**config.mk**
```make
export PLATFORM = sky130hd
export DESIGN_NAME = filter_ctrl_slew
export DESIGN_NICKNAME = d
export VERILOG_FILES = /design/src/rtl/filter_ctrl_pkg.sv /design/src/rtl/filter_ctrl_slew_slew_limit.sv /design/src/rtl/filter_ctrl_slew.sv
export SDC_FILE = /design/constraint.sdc
export NUM_CORES = 1
export LEC_CHECK = 0
export CORE_MARGIN = 8
export CORE_UTILIZATION = 41
export CTS_CLUSTER_DIAMETER = 200
export CTS_CLUSTER_SIZE = 28
export DETAILED_ROUTE_END_ITERATION = 6
export GPL_TIMING_DRIVEN = 1
export REMOVE_ABC_BUFFERS = 1
export SLEW_MARGIN = 40
export SYNTH_ARGS = -nofsm -noshare
export SYNTH_HDL_FRONTEND = slang
export SYNTH_SLANG_ARGS = --single-unit
```
**constraint.sdc**
```tcl
create_clock -name clk -period 13.4 [get_ports clk]
set_input_delay 2.68 -clock clk [delete_from_list [all_inputs] [get_ports clk]]
set_output_delay 2.68 -clock clk [all_outputs]
set_load 0.005 [all_outputs]
```
**src/rtl/filter_ctrl_pkg.sv**
```systemverilog
// rtl/filter_ctrl_pkg.sv - shared types and constants for the filter coefficient slew controller
// Purpose: sequencer state encoding plus reset and offset constants used by
//          filter_ctrl_slew.
// Contents: state_t (IDLE, CAPTURE, SLEW_F, SLEW_Q, COMMIT), F_RESET, Q_RESET,
//           CUT_OFFSET, RESO_BASE.
package filter_ctrl_pkg;

    typedef enum logic [2:0] {
        IDLE    = 3'd0,
        CAPTURE = 3'd1,
        SLEW_F  = 3'd2,
        SLEW_Q  = 3'd3,
        COMMIT  = 3'd4
    } state_t;

    localparam int F_RESET    = -15000;
    localparam int Q_RESET    = -32000;

    // Offsets applied to the scaled control voltages before clamping.
    localparam int CUT_OFFSET = -15000;
    localparam int RESO_BASE  = -32000;

endpackage

```
**src/rtl/filter_ctrl_slew_slew_limit.sv**
```systemverilog
// rtl/filter_ctrl_slew_slew_limit.sv - combinational step clamp toward a target
// Purpose: nxt = cur + clamp(target - cur, -step, +step), evaluated at W+2 bits
//          so the difference of two W-bit values never wraps.
// Ports:
//   cur    in  W signed    present coefficient
//   target in  W signed    coefficient being approached
//   step   in  W+2 signed  largest allowed change (positive)
//   nxt    out W signed    next coefficient
module slew_limit #(
    parameter int W = 16
) (
    input  logic signed [W-1:0] cur,
    input  logic signed [W-1:0] target,
    input  logic signed [W+1:0] step,
    output logic signed [W-1:0] nxt
);

    logic signed [W+1:0] cur_x;
    logic signed [W+1:0] tgt_x;
    logic signed [W+1:0] diff;
    logic signed [W+1:0] delta;
    logic signed [W+1:0] sum;

    always_comb begin
        cur_x = {{2{cur[W-1]}}, cur};
        tgt_x = {{2{target[W-1]}}, target};
        diff  = tgt_x - cur_x;
        if (diff > step) begin
            delta = step;
        end else if (diff < -step) begin
            delta = -step;
        end else begin
            delta = diff;
        end
        // The sum lies between cur and target, so it always fits in W bits.
        sum = cur_x + delta;
        nxt = sum[W-1:0];
    end

endmodule

```
**src/rtl/filter_ctrl_slew.sv**
```systemverilog
// rtl/filter_ctrl_slew.sv - control-voltage to slewed SVF coefficient sequencer
// Purpose: on each rising edge of sample_clk, capture the cutoff and resonance
//          control voltages, map them to clamped F / Q1 targets, step the
//          coefficients toward them and publish both with a coeff_valid pulse.
// Build option: define FILTER_CTRL_SLEW_EN to limit each update to SLEW_STEP;
//               without it the clamped targets are loaded directly.
// Ports:
//   clk         in   system clock
//   rst         in   synchronous active-high reset
//   sample_clk  in   sample strobe, sampled on clk
//   cv_cutoff   in   W signed raw cutoff control voltage
//   cv_reso     in   W signed raw resonance control voltage
//   F           out  W signed cutoff coefficient
//   Q1          out  W signed damping coefficient
//   coeff_valid out  one-clk pulse when F and Q1 update
//   overrun     out  sticky: sample edge arrived while busy
module filter_ctrl_slew
    import filter_ctrl_pkg::*;
#(
    parameter int W         = 16,
    parameter int SLEW_STEP = 64,
    parameter int F_MIN     = -31000,
    parameter int F_MAX     = -1000,
    parameter int Q_MIN     = -32000,
    parameter int Q_MAX     = -8000
) (
    input  logic                clk,
    input  logic                rst,
    input  logic                sample_clk,
    input  logic signed [W-1:0] cv_cutoff,
    input  logic signed [W-1:0] cv_reso,
    output logic signed [W-1:0] F,
    output logic signed [W-1:0] Q1,
    output logic                coeff_valid,
    output logic                overrun
);

    localparam int XW = W + 2;
    typedef logic signed [XW-1:0] ext_t;

`ifdef FILTER_CTRL_SLEW_EN
    localparam ext_t STEP_LIM = ext_t'(SLEW_STEP);
`else
    // A step larger than any possible difference makes the limiter a pass-through.
    localparam ext_t STEP_LIM = {1'b0, {(XW-1){1'b1}}};
`endif

    function automatic ext_t clamp_x(input ext_t v, input ext_t lo, input ext_t hi);
        if (v < lo) return lo;
        if (v > hi) return hi;
        return v;
    endfunction

    state_t              state_q, state_d;
    logic                smp_q, smp_d;
    logic                prev_q, prev_d;
    logic                armed_q, armed_d;
    logic                ovr_q, ovr_d;
    logic signed [W-1:0] f_out_q, f_out_d;
    logic signed [W-1:0] q_out_q, q_out_d;
    logic signed [W-1:0] f_new_q, f_new_d;
    logic signed [W-1:0] f_tgt_q, f_tgt_d;
    logic signed [W-1:0] q_tgt_q, q_tgt_d;

    logic                rise;
    ext_t                cv_c_x, cv_r_x, cut_x, res_x, f_tgt_x, q_tgt_x;
    logic signed [W-1:0] lim_cur, lim_tgt, lim_nxt;

    // One limiter shared by both coefficients; SLEW_Q selects the Q1 pair.
    assign lim_cur = (state_q == SLEW_Q) ? q_out_q : f_out_q;
    assign lim_tgt = (state_q == SLEW_Q) ? q_tgt_q : f_tgt_q;

    slew_limit #(.W(W)) u_slew_limit (
        .cur    (lim_cur),
        .target (lim_tgt),
        .step   (STEP_LIM),
        .nxt    (lim_nxt)
    );

    assign rise = armed_q & smp_q & ~prev_q;

    always_comb begin
        state_d = state_q;
        ovr_d   = ovr_q;
        f_out_d = f_out_q;
        q_out_d = q_out_q;
        f_new_d = f_new_q;
        f_tgt_d = f_tgt_q;
        q_tgt_d = q_tgt_q;

        // The first cycle out of reset loads both history bits from the pin,
        // so a strobe that is already high is not mistaken for an edge.
        armed_d = 1'b1;
        smp_d   = sample_clk;
        prev_d  = armed_q ? smp_q : sample_clk;

        cv_c_x  = {{2{cv_cutoff[W-1]}}, cv_cutoff};
        cv_r_x  = {{2{cv_reso[W-1]}}, cv_reso};
        cut_x   = ((-cv_c_x) >>> 1) + ext_t'(CUT_OFFSET);
        res_x   = ext_t'(RESO_BASE) + (cv_r_x >>> 2);
        f_tgt_x = clamp_x(cut_x, ext_t'(F_MIN), ext_t'(F_MAX));
        q_tgt_x = clamp_x(res_x, ext_t'(Q_MIN), ext_t'(Q_MAX));

        if (rise && (state_q != IDLE)) begin
            ovr_d = 1'b1;
        end

        case (state_q)
            IDLE: begin
                if (rise) state_d = CAPTURE;
            end
            CAPTURE: begin
                f_tgt_d = f_tgt_x[W-1:0];
                q_tgt_d = q_tgt_x[W-1:0];
                state_d = SLEW_F;
            end
            SLEW_F: begin
                f_new_d = lim_nxt;
                state_d = SLEW_Q;
            end
            SLEW_Q: begin
                // Both outputs change together on entry to COMMIT.
                f_out_d = f_new_q;
                q_out_d = lim_nxt;
                state_d = COMMIT;
            end
            COMMIT: begin
                state_d = IDLE;
            end
            default: begin
                state_d = IDLE;
            end
        endcase
    end

    always_ff @(posedge clk) begin
        if (rst) begin
            state_q <= IDLE;
            smp_q   <= 1'b0;
            prev_q  <= 1'b0;
            armed_q <= 1'b0;
            ovr_q   <= 1'b0;
            f_out_q <= W'(F_RESET);
            q_out_q <= W'(Q_RESET);
            f_new_q <= W'(F_RESET);
            f_tgt_q <= W'(F_RESET);
            q_tgt_q <= W'(Q_RESET);
        end else begin
            state_q <= state_d;
            smp_q   <= smp_d;
            prev_q  <= prev_d;
            armed_q <= armed_d;
            ovr_q   <= ovr_d;
            f_out_q <= f_out_d;
            q_out_q <= q_out_d;
            f_new_q <= f_new_d;
            f_tgt_q <= f_tgt_d;
            q_tgt_q <= q_tgt_d;
        end
    end

    assign F           = f_out_q;
    assign Q1          = q_out_q;
    assign coeff_valid = (state_q == COMMIT);
    assign overrun     = ovr_q;

endmodule

```
# Yosys cells after proc, flatten, opt, wreduce, memory -nomap -nowiden
# Cells that the tools add are included.
classes:
  add_sub_neg: 5
  n_lt_le_gt_ge: 6
  eq_ne: 5
  mux: 22
  n_bitwise: 3
  n_reduce_logical: 3
ops:
  columns: ["cell", "n"]
  rows:
  - ["16-bit 2-to-1 mux", 12]
  - ["17-bit by 15-bit adder with 18-bit output (second input constant)", 1]
  - ["17-bit by 18-bit greater-than comparator with 1-bit output (second input constant)", 1]
  - ["18-bit by 11-bit greater-than comparator with 1-bit output (second input constant)", 1]
  - ["17-bit by 18-bit less-than comparator with 1-bit output (second input constant)", 1]
  - ["18-bit by 16-bit less-than comparator with 1-bit output (second input constant)", 1]
  - ["16-bit negator with 18-bit output", 1]
  - ["16-bit by 14-bit adder with 17-bit output (first input constant)", 1]
  - ["17-bit by 14-bit greater-than comparator with 1-bit output (second input constant)", 1]
  - ["17-bit by 16-bit less-than comparator with 1-bit output (second input constant)", 1]
  - ["16-bit by 16-bit subtractor with 17-bit output", 1]
  - ["16-bit adder", 1]
  - ["3-bit case mux with 4 select lines", 1]
  - ["1-bit 2-to-1 mux", 8]
  - ["3-bit by 2-bit equality test with 1-bit output (second input constant)", 2]
  - ["3-bit by 1-bit equality test with 1-bit output (second input constant)", 1]
  - ["3-bit equality test (second input constant)", 1]
  - ["3-bit logical NOT", 1]
  - ["3-bit 2-to-1 mux", 1]
  - ["3-bit nonzero test", 1]
  - ["1-bit AND", 2]
  - ["2-bit != test (second input constant)", 1]
  - ["1-bit logical AND", 1]
  - ["1-bit inverter", 1]
totals:
  register_bits: 87
  input_bits: 35
  output_inout_bits: 34

# Longest topological paths before layout
# Gate-level depths: netlist (run 1).
depth:
  depth_word: 7
  mapped_depth: 25

# Hierarchy
# Synthesis (run 1) repeated with hierarchy kept, for this count alone.
unflattened:
  hier_cells: 1048
  area_unflattened_um2: 7597.3
by_module_without_submodules:
  columns: ["module", "instances", "cells_per_inst", "area_each_um2"]
  rows:
  - ["filter_ctrl_slew", 1, 608, 4495.6]
  - ["slew_limit", 1, 440, 3101.7]

# Worst setup path before layout (run 1)
# Ideal clock, no wire load.
synth_path:
  kind: "input to register"
  from: "input cv_cutoff[1]"
  to: "register f_tgt_q[1]"
  arrival_time_ps: 5746
  setup_slack_ps: 7536
  path_stages: 15
  n_path_buf: 2
  path_cell_list: "nor3_1 clkbuf_1 nand2_1 xor2_1 ha_1 inv_1 a31oi_1 mux2_1 a211oi_1 or2_1 buf_4 xnor2_1 o41ai_4 nor3_2 a32o_1"
synth_between:
  elab_chain_cells: 7
synth_lines:
  columns: ["element", "line_no", "source"]
  rows:
  - ["start, declared", "filter_ctrl_slew.sv:30", "input logic signed [W-1:0] cv_cutoff,"]
  - ["16-bit negator with 18-bit output (*)", "filter_ctrl_slew.sv:99", "cut_x = ((-cv_c_x) >>> 1) + ext_t'(CUT_OFFSET);"]
  - ["17-bit by 15-bit adder with 18-bit output (*)", "filter_ctrl_slew.sv:99", null]
  - ["18-bit by 11-bit greater-than comparator with 1-bit output", "filter_ctrl_slew.sv:50", "if (v > hi) return hi;"]
  - ["1-bit 2-to-1 mux (2 in a row)", "filter_ctrl_slew.sv:50", null]
  - ["16-bit 2-to-1 mux", "filter_ctrl_slew.sv:51", "return v;"]
  - ["16-bit 2-to-1 mux (*)", "filter_ctrl_slew.sv:50", null]
  - ["end signal, assigned", "filter_ctrl_slew.sv:146", "f_tgt_q <= W'(F_RESET);"]
  - ["end signal, assigned", "filter_ctrl_slew.sv:157", "f_tgt_q <= f_tgt_d;"]
  - ["end, declared", "filter_ctrl_slew.sv:62", "logic signed [W-1:0] f_tgt_q, f_tgt_d;"]
# Every way passes the cells marked *; elsewhere a longest branch is shown, timed or not. The select of a mux whose other input is x is not followed.
# A chain may end at the register's enable or synchronous reset.

# Worst setup path in the final report (run 1)
layout_path:
  from: "input cv_cutoff[5]"
  to: "register f_tgt_q[1]"
# The elaborated chain is that of the path after synthesis.

==> metrics.md, run 1 <==
| Metric | Value |
|---|---|
| Crit path DAT | roughly 6.4 ns |
| PwrDens | roughly 100 nW/µm² |
| First-pass GRT wire length | about 25 mm |
| Hold path cells | 1 |
| Synth area leaders | dfxtp_1 (28%), nand2_1 (8.9%), ha_1 (6.5%) |
| Fmax | around 160 MHz |
| Dpl hpwl | about 11 mm |
| Setup TNS | 0 ns |
| Final Total Pwr | roughly 750 µW |
| Core Footprint | 14600 µm² |
| Area after DPL | just under 7000 µm² |
| Drt pass-1 iters | 4 |
| Worst Tran Pin Value | a little over 0.8 ns |
| Fill count | around 1400 |
| GR Overflow Total | 0 |
| Die ar. | about 19000 µm² |
| Crit path depth | 10 |
| Status | complete, no violations |
| Reg2Reg Depth | 22 |
| Most frequent cell after synthesis | nand2_1 |
| FP Rows | 44 |
| Critical Path RT | about 14 ns |
| WL per Instance | roughly 15 µm |
| Critical path, cell by cell | clkdlybuf4s50_1, nor4_2, nand3_1, xor2_1, a211oi_1, or2_1, xnor2_1, o41ai_4, nor3_2, a32o_1 |
| Number of global-route vias before repair | ~5400 |
| DRC violations left | 0 |
| Biggest area consumer among synthesized cells | dfxtp_1 |
| Syn Area/Cell | roughly 7.7 µm² |
| Yosys top cell area share | between 20 and 30% |
| CTS max path bufs | 2 |
| Drt total wl | approximately 15 mm |
| CTS hold repair buffers | 0 |
| Via count | about 5600 |
| Share of cells above drive strength 1 | 5.47% |
| Finished Core Util | 49.3% |
| Hold slack | ~0.45 ns |
| Slew Limit Fails | 0 |
| Final period util | between 40 and 50% |
| Maximum VDD drop | 0.0730 mV |
| GRT Resource Usage Total | between 10% and 20% |
| Area Overhead vs Synth | 17.3% |
| RSZ-0062 raised after global routing | no |
| Post-route ant nets | 0 |
| Post-synth top cells | nand2_1 (146), dfxtp_1 (87), a21oi_1 (66) |
| Mapped Cells | roughly 800 |
| FFs w/ async S/R, synth | 0% |
| Synth Warn # | 0 |
| Static Leak | about 0.0029 µW |
| Via-to-Cell Ratio | around 5.4 |
| Port Buf Inserts | 66 |
| Worst-path clk slew | around 0.06 ns |
| Buf/Inv on CP | 1 |
| Post-CTS Setup Bufs | 0 |
| Slowest stage delay, CP | ~0.74 ns |
| CTS sink count | 87 |
| Final min period | 6.16 ns |
| CP Max Fanout | 10 |
| Initial core utilization | around two fifths |
| Largest net degree at the start of global routing | between 70 and 80 |
| PostCTS Resize Cnt | 0 |
| Total CTS buffers | 9 |
| Die height | 138 µm |
| Post-synthesis sequential area ratio | ~28% |
| Final nets | approximately 910 |
| Worst min path class | reg -> reg |
| Clock Skew | between 0.007 and 0.008 ns |
| Critical Path End Type | register |
| Worst-Skew Late Latency | 0.34 ns |
| Drt initial violations | about 350 |
| Antenna Cells | 0 |
| Synth cell types | 78 |
| Worst setup path category | in -> reg |
| Initial antenna violation count | 0 |
| CTS H-tree depth | 3 |
| Ys flop type | dfxtp_1 |
| RePlAce Congestion | 0.868 |
| MaxCap Viol Count | 0 |
| EDFF count, synth | 0 |
| Critical path's slowest cell | nor4_2 |
| Fin area | between 7000 and 8000 µm² |
| IO Pins | a little under 70 |
| CP delay by family, top | simple AND/OR/NAND/NOR gates |
| Mapped Area | between 6000 and 7000 µm² |
| Number of synthesized register bits | 87 |
| Final setup vio count | 0 |
| Slew margin rel. | between 40 and 50% |
| Root buffer selected by CTS | clkbuf_16 |
| Fin. Hold Viols | 0 |
| CTS tree | built |
| Die Wd | 138 µm |
| Crit path launch type | input port |
through the flow:
step                      setup WS (ns)  std cells
after floorplan                    7.31        753
after global placement             6.95       1010
after detailed placement           6.87       1010
after CTS                          7.24       1025
after global routing               6.98       1025
final                              7.24       1025
layer usage:
layer  track usage [%]  vias up  share of wire, %
met5                 0        -                 0
li1                  -     2893                 -
met4              4.52        0               1.4
met1              18.3     2566                48
met3              2.77       14               3.0
met2              26.5       98                47
state kept, by name (all words and copies together) (netlist names):
| signal | cells |
|---|---|
| f_tgt_q | 16 |
| prev_q | 1 |
| state_q | 3 |
| armed_q | 1 |
| F | 16 |
| q_tgt_q | 16 |
| f_new_q | 16 |
| smp_q | 1 |
| Q1 | 16 |
| overrun | 1 |
power by group:
part	switching [µW]	total [µW]	internal, µW
logic	133	230	97.2
registers	5.15	272	267
clock network	97.1	250	153
total	235	753	517
kinds of logic after synthesis:
kind of cell	Yosys count	synth area share, %
AO/OA/AOI/OAI	198	22.6
XOR/XNOR	56	8.13
adder cells (fa/ha/maj)	34	7.19
buffers and inverters	73	4.82
flip-flops	87	28.4
multiplexers	12	2.04
AND/OR/NAND/NOR	336	26.8
final timing paths:
path | startpoint | end | slack [ns]
worst max-delay path | cv_cutoff[5] | f_tgt_q[1] | 7.24
worst min-delay path | f_tgt_q[15] | f_tgt_q[15] | 0.45
worst max register to register | state_q[1] | Q1[15] | 8.04
worst min register to register | f_tgt_q[15] | f_tgt_q[15] | 0.45
final cells by class:
class	instances	area [µm²]	area share, %
multi-input cells	636	4100	57.0
well taps	184	230	3.20
clock buffers	12	256	3.57
repair buffers	73	708	9.85
clock inverters	3	42.5	0.592
inverters	30	113	1.57
flip-flops and latches	87	1740	24.2
layout by cell type (no fill, tap or decap), types with 24 or more instances in the layout:
cell and n:
dfxtp_1 87, xnor2_1 29, nor2_1 57, nor3_1 24
a21oi_1 66, inv_1 30, xor2_1 26, clkdlybuf4s50_1 65
nand2_1 145, ha_1 32
worst reg2reg max path, delay by kind of cell, from the launching register on:
kind	cells	cell delay, ns
flops	1	0.51
fa+ha+maj	3	1.08
simple gates	6	0.73
buf+inv	2	0.56
compound gates	10	2.22
xor+xnor	1	0.15
No activity file was read; power rests on OpenSTA's default activity.
==> inputs of run 2 (changes only) <==
==> constraint.sdc (replaced) <==
create_clock -name clk -period 5.94 [get_ports clk]
set_input_delay 1.188 -clock clk [delete_from_list [all_inputs] [get_ports clk]]
set_output_delay 1.188 -clock clk [all_outputs]
set_load 0.005 [all_outputs]
==> run 2 against run 1 <==
  * Cell count is 0.39% higher
  * Clock power grew 140%
  * Core utilization up 0.25 points
  * Clock-buffer cell count decreased by 2
  * Global-route usage hardly changed
  * Register-to-register slack got worse by 7.2 ns
  * Combinational power is 130% higher
  * Clock skew down 0.0018 ns
  * First-iteration DRC count is 20% lower
  * Non-clock buffer count rose by 3
  * Critical path type is now reg -> reg
  * Critical endpoint is now Q1[15]
  * Highest routed layer unchanged
==> metrics.md, run 2 (same netlist as run 1, synthesis figures left out) <==
| Metric | Value |
|---|---|
| Die ar. | 19100 µm² (unchanged) |
| Static Leak | 0.00291 µW (+0.63%) |
| Critical path's slowest cell | o41ai_1 |
| CTS sink count | 87 (unchanged) |
| CTS tree | built |
| Post-CTS Setup Bufs | 0 (unchanged) |
| Antenna Cells | 0 (unchanged) |
| RePlAce Congestion | 0.865 (-0.29%) |
| Clock Skew | 0.00598 ns (-0.00178 ns) |
| Share of cells above drive strength 1 | 6.04% (+0.57 points) |
| Critical Path RT | 6.17 ns (-7.47 ns) |
| Final nets | 909 (+0.33%) |
| Drt initial violations | 281 (-20%) |
| Initial core utilization | 42.0% (unchanged) |
| First-pass GRT wire length | 25.0 mm (about the same) |
| Fin. Hold Viols | 0 (unchanged) |
| Crit path DAT | 5.36 ns (-1.03 ns) |
| Fmax | between 150 and 200 MHz |
| Slew Limit Fails | 0 (unchanged) |
| Worst setup path category | reg -> reg |
| Buf/Inv on CP | 1 (unchanged) |
| Number of global-route vias before repair | 5391 (+0.15%) |
| Final setup vio count | 0 (unchanged) |
| Hold path cells | 1 (unchanged) |
| Slowest stage delay, CP | 0.70 ns (-0.04 ns) |
| R2R setup slack | 0.81 ns (-7.23 ns) |
| CTS H-tree depth | 3 (unchanged) |
| Via-to-Cell Ratio | 5.41 (-0.44%) |
| Maximum VDD drop | 0.127 mV (+73%) |
| CTS hold repair buffers | 0 (unchanged) |
| RSZ-0062 raised after global routing | no |
| Area after DPL | 6910 µm² (+0.33%) |
| PostCTS Resize Cnt | 0 (unchanged) |
| Port Buf Inserts | 66 (unchanged) |
| Largest net degree at the start of global routing | 70 (-1.4%) |
| Die Wd | 138 µm (unchanged) |
| Crit path launch type | register |
| Post-route ant nets | 0 (unchanged) |
| Die height | 138 µm (unchanged) |
| Worst Hold End | f_tgt_q[15] |
| Fin area | 7220 µm² (+0.50%) |
| Dpl hpwl | 11.4 mm (+2.0%) |
| Total CTS buffers | 9 (unchanged) |
| Critical path, cell by cell | nand3b_1, mux2i_1, ha_1, inv_1, fa_1, o2111ai_1, a21boi_0, o2111ai_1, nand3b_1, a21o_1, a21oi_1, xnor2_1, ha_1, nor4_1, a31oi_1, o41ai_1, o2111a_1, nor3_1 |
| CP Max Fanout | 10 (unchanged) |
| Worst min path class | reg -> reg |
| Most frequent cells in the layout | nand2_1 (145), dfxtp_1 (87), a21oi_1 (66) |
| RR Startpoint | state_q[1] |
| Hold_sp | f_tgt_q[15] |
| Via count | 5568 (-0.054%) |
| CP delay by family, top | compound AO/OA/AOI/OAI gates |
| Drt total wl | 14.9 mm (+0.11%) |
| Reg2Reg Depth | 18 (-18%) |
| Worst-path clk slew | 0.06 ns (about the same) |
| Core Footprint | 14600 µm² (unchanged) |
| Worst-Skew Late Latency | 0.34 ns (about the same) |
| Initial antenna violation count | 0 (unchanged) |
| Area Overhead vs Synth | 17.9% |
| DRC violations left | 0 (unchanged) |
| Commonest non-fill, non-tap cell in the layout | nand2_1 |
| Final min period | between 5 and 6 ns |
| MaxCap Viol Count | 0 (unchanged) |
| Worst Tran Pin Value | 0.777 ns (-0.0348 ns) |
| Drt pass-1 iters | 5 (+1) |
| IO Pins | 69 (unchanged) |
| CTS max path bufs | 2 (unchanged) |
| Critical Path End Type | register |
| Setup TNS | 0 ns (unchanged) |
| Root buffer selected by CTS | clkbuf_16 |
| PwrDens | 240 nW/µm² (+130%) |
| GR Overflow Total | 0 (unchanged) |
| R2R Path End | Q1[15] |
| Final period util | ~86% |
| Slew margin rel. | 48.2% (+2.4 points) |
| WL per Instance | 14.5 µm (-0.28%) |
| FP Rows | 44 (unchanged) |
| Status | complete, no violations |
| GRT Resource Usage Total | 15.1% (+0.031 points) |
[run 2: layer usage]
metal | up-vias | wire [µm] | GRT usage (%)
li1 | 2898 | - | -
met1 | 2545 | 6970 | 18.1
met2 | 111 | 7180 | 26.6
met3 | 14 | 545 | 2.60
met4 | 0 | 212 | 5.26
met5 | - | 0 | 0
[run 2: worst max-delay path by stage]
stage | endpoint | cells after the start | slack (ns) | start
2_1_floorplan | f_new_q[15] | 20 | 0.53 | state_q[1]
3_3_place_gp | Q1[15] | 18 | 0.99 | state_q[1]
3_5_place_dp | Q1[15] | 18 | 0.84 | state_q[1]
4_1_cts | Q1[15] | 18 | 0.82 | state_q[1]
5_1_grt | Q1[15] | 18 | 0.32 | state_q[1]
6_report | Q1[15] | 18 | 0.81 | state_q[1]
[run 2: layout make-up]
type	instances	area [µm²]
Fill cell	1404	7370
Multi-Input combinational cell	636	4090
Sequential cell	87	1740
Timing Repair Buffer	76	731
Tap cell	184	230
Clock buffer	10	229
Inverter	30	113
Clock inverter	6	85.1
[run 2: power by group]
group	switching, µW	internal, µW
Combinational	302	221
Sequential	11.4	602
Clock	229	367
Total	542	1190
[run 2: through the flow]
stage               util, %  setup slack (ns)  power (µW)  hold slack, ns  instances
floorplan                 -             0.526        1010           0.415        753
global placement       47.3             0.994        1130           0.430       1013
detailed placement     47.3             0.839        1140           0.437       1013
CTS                    49.5             0.821        1740           0.453       1029
global route           49.5             0.321        1830           0.467       1029
finish                 49.5             0.807        1730           0.451       1029
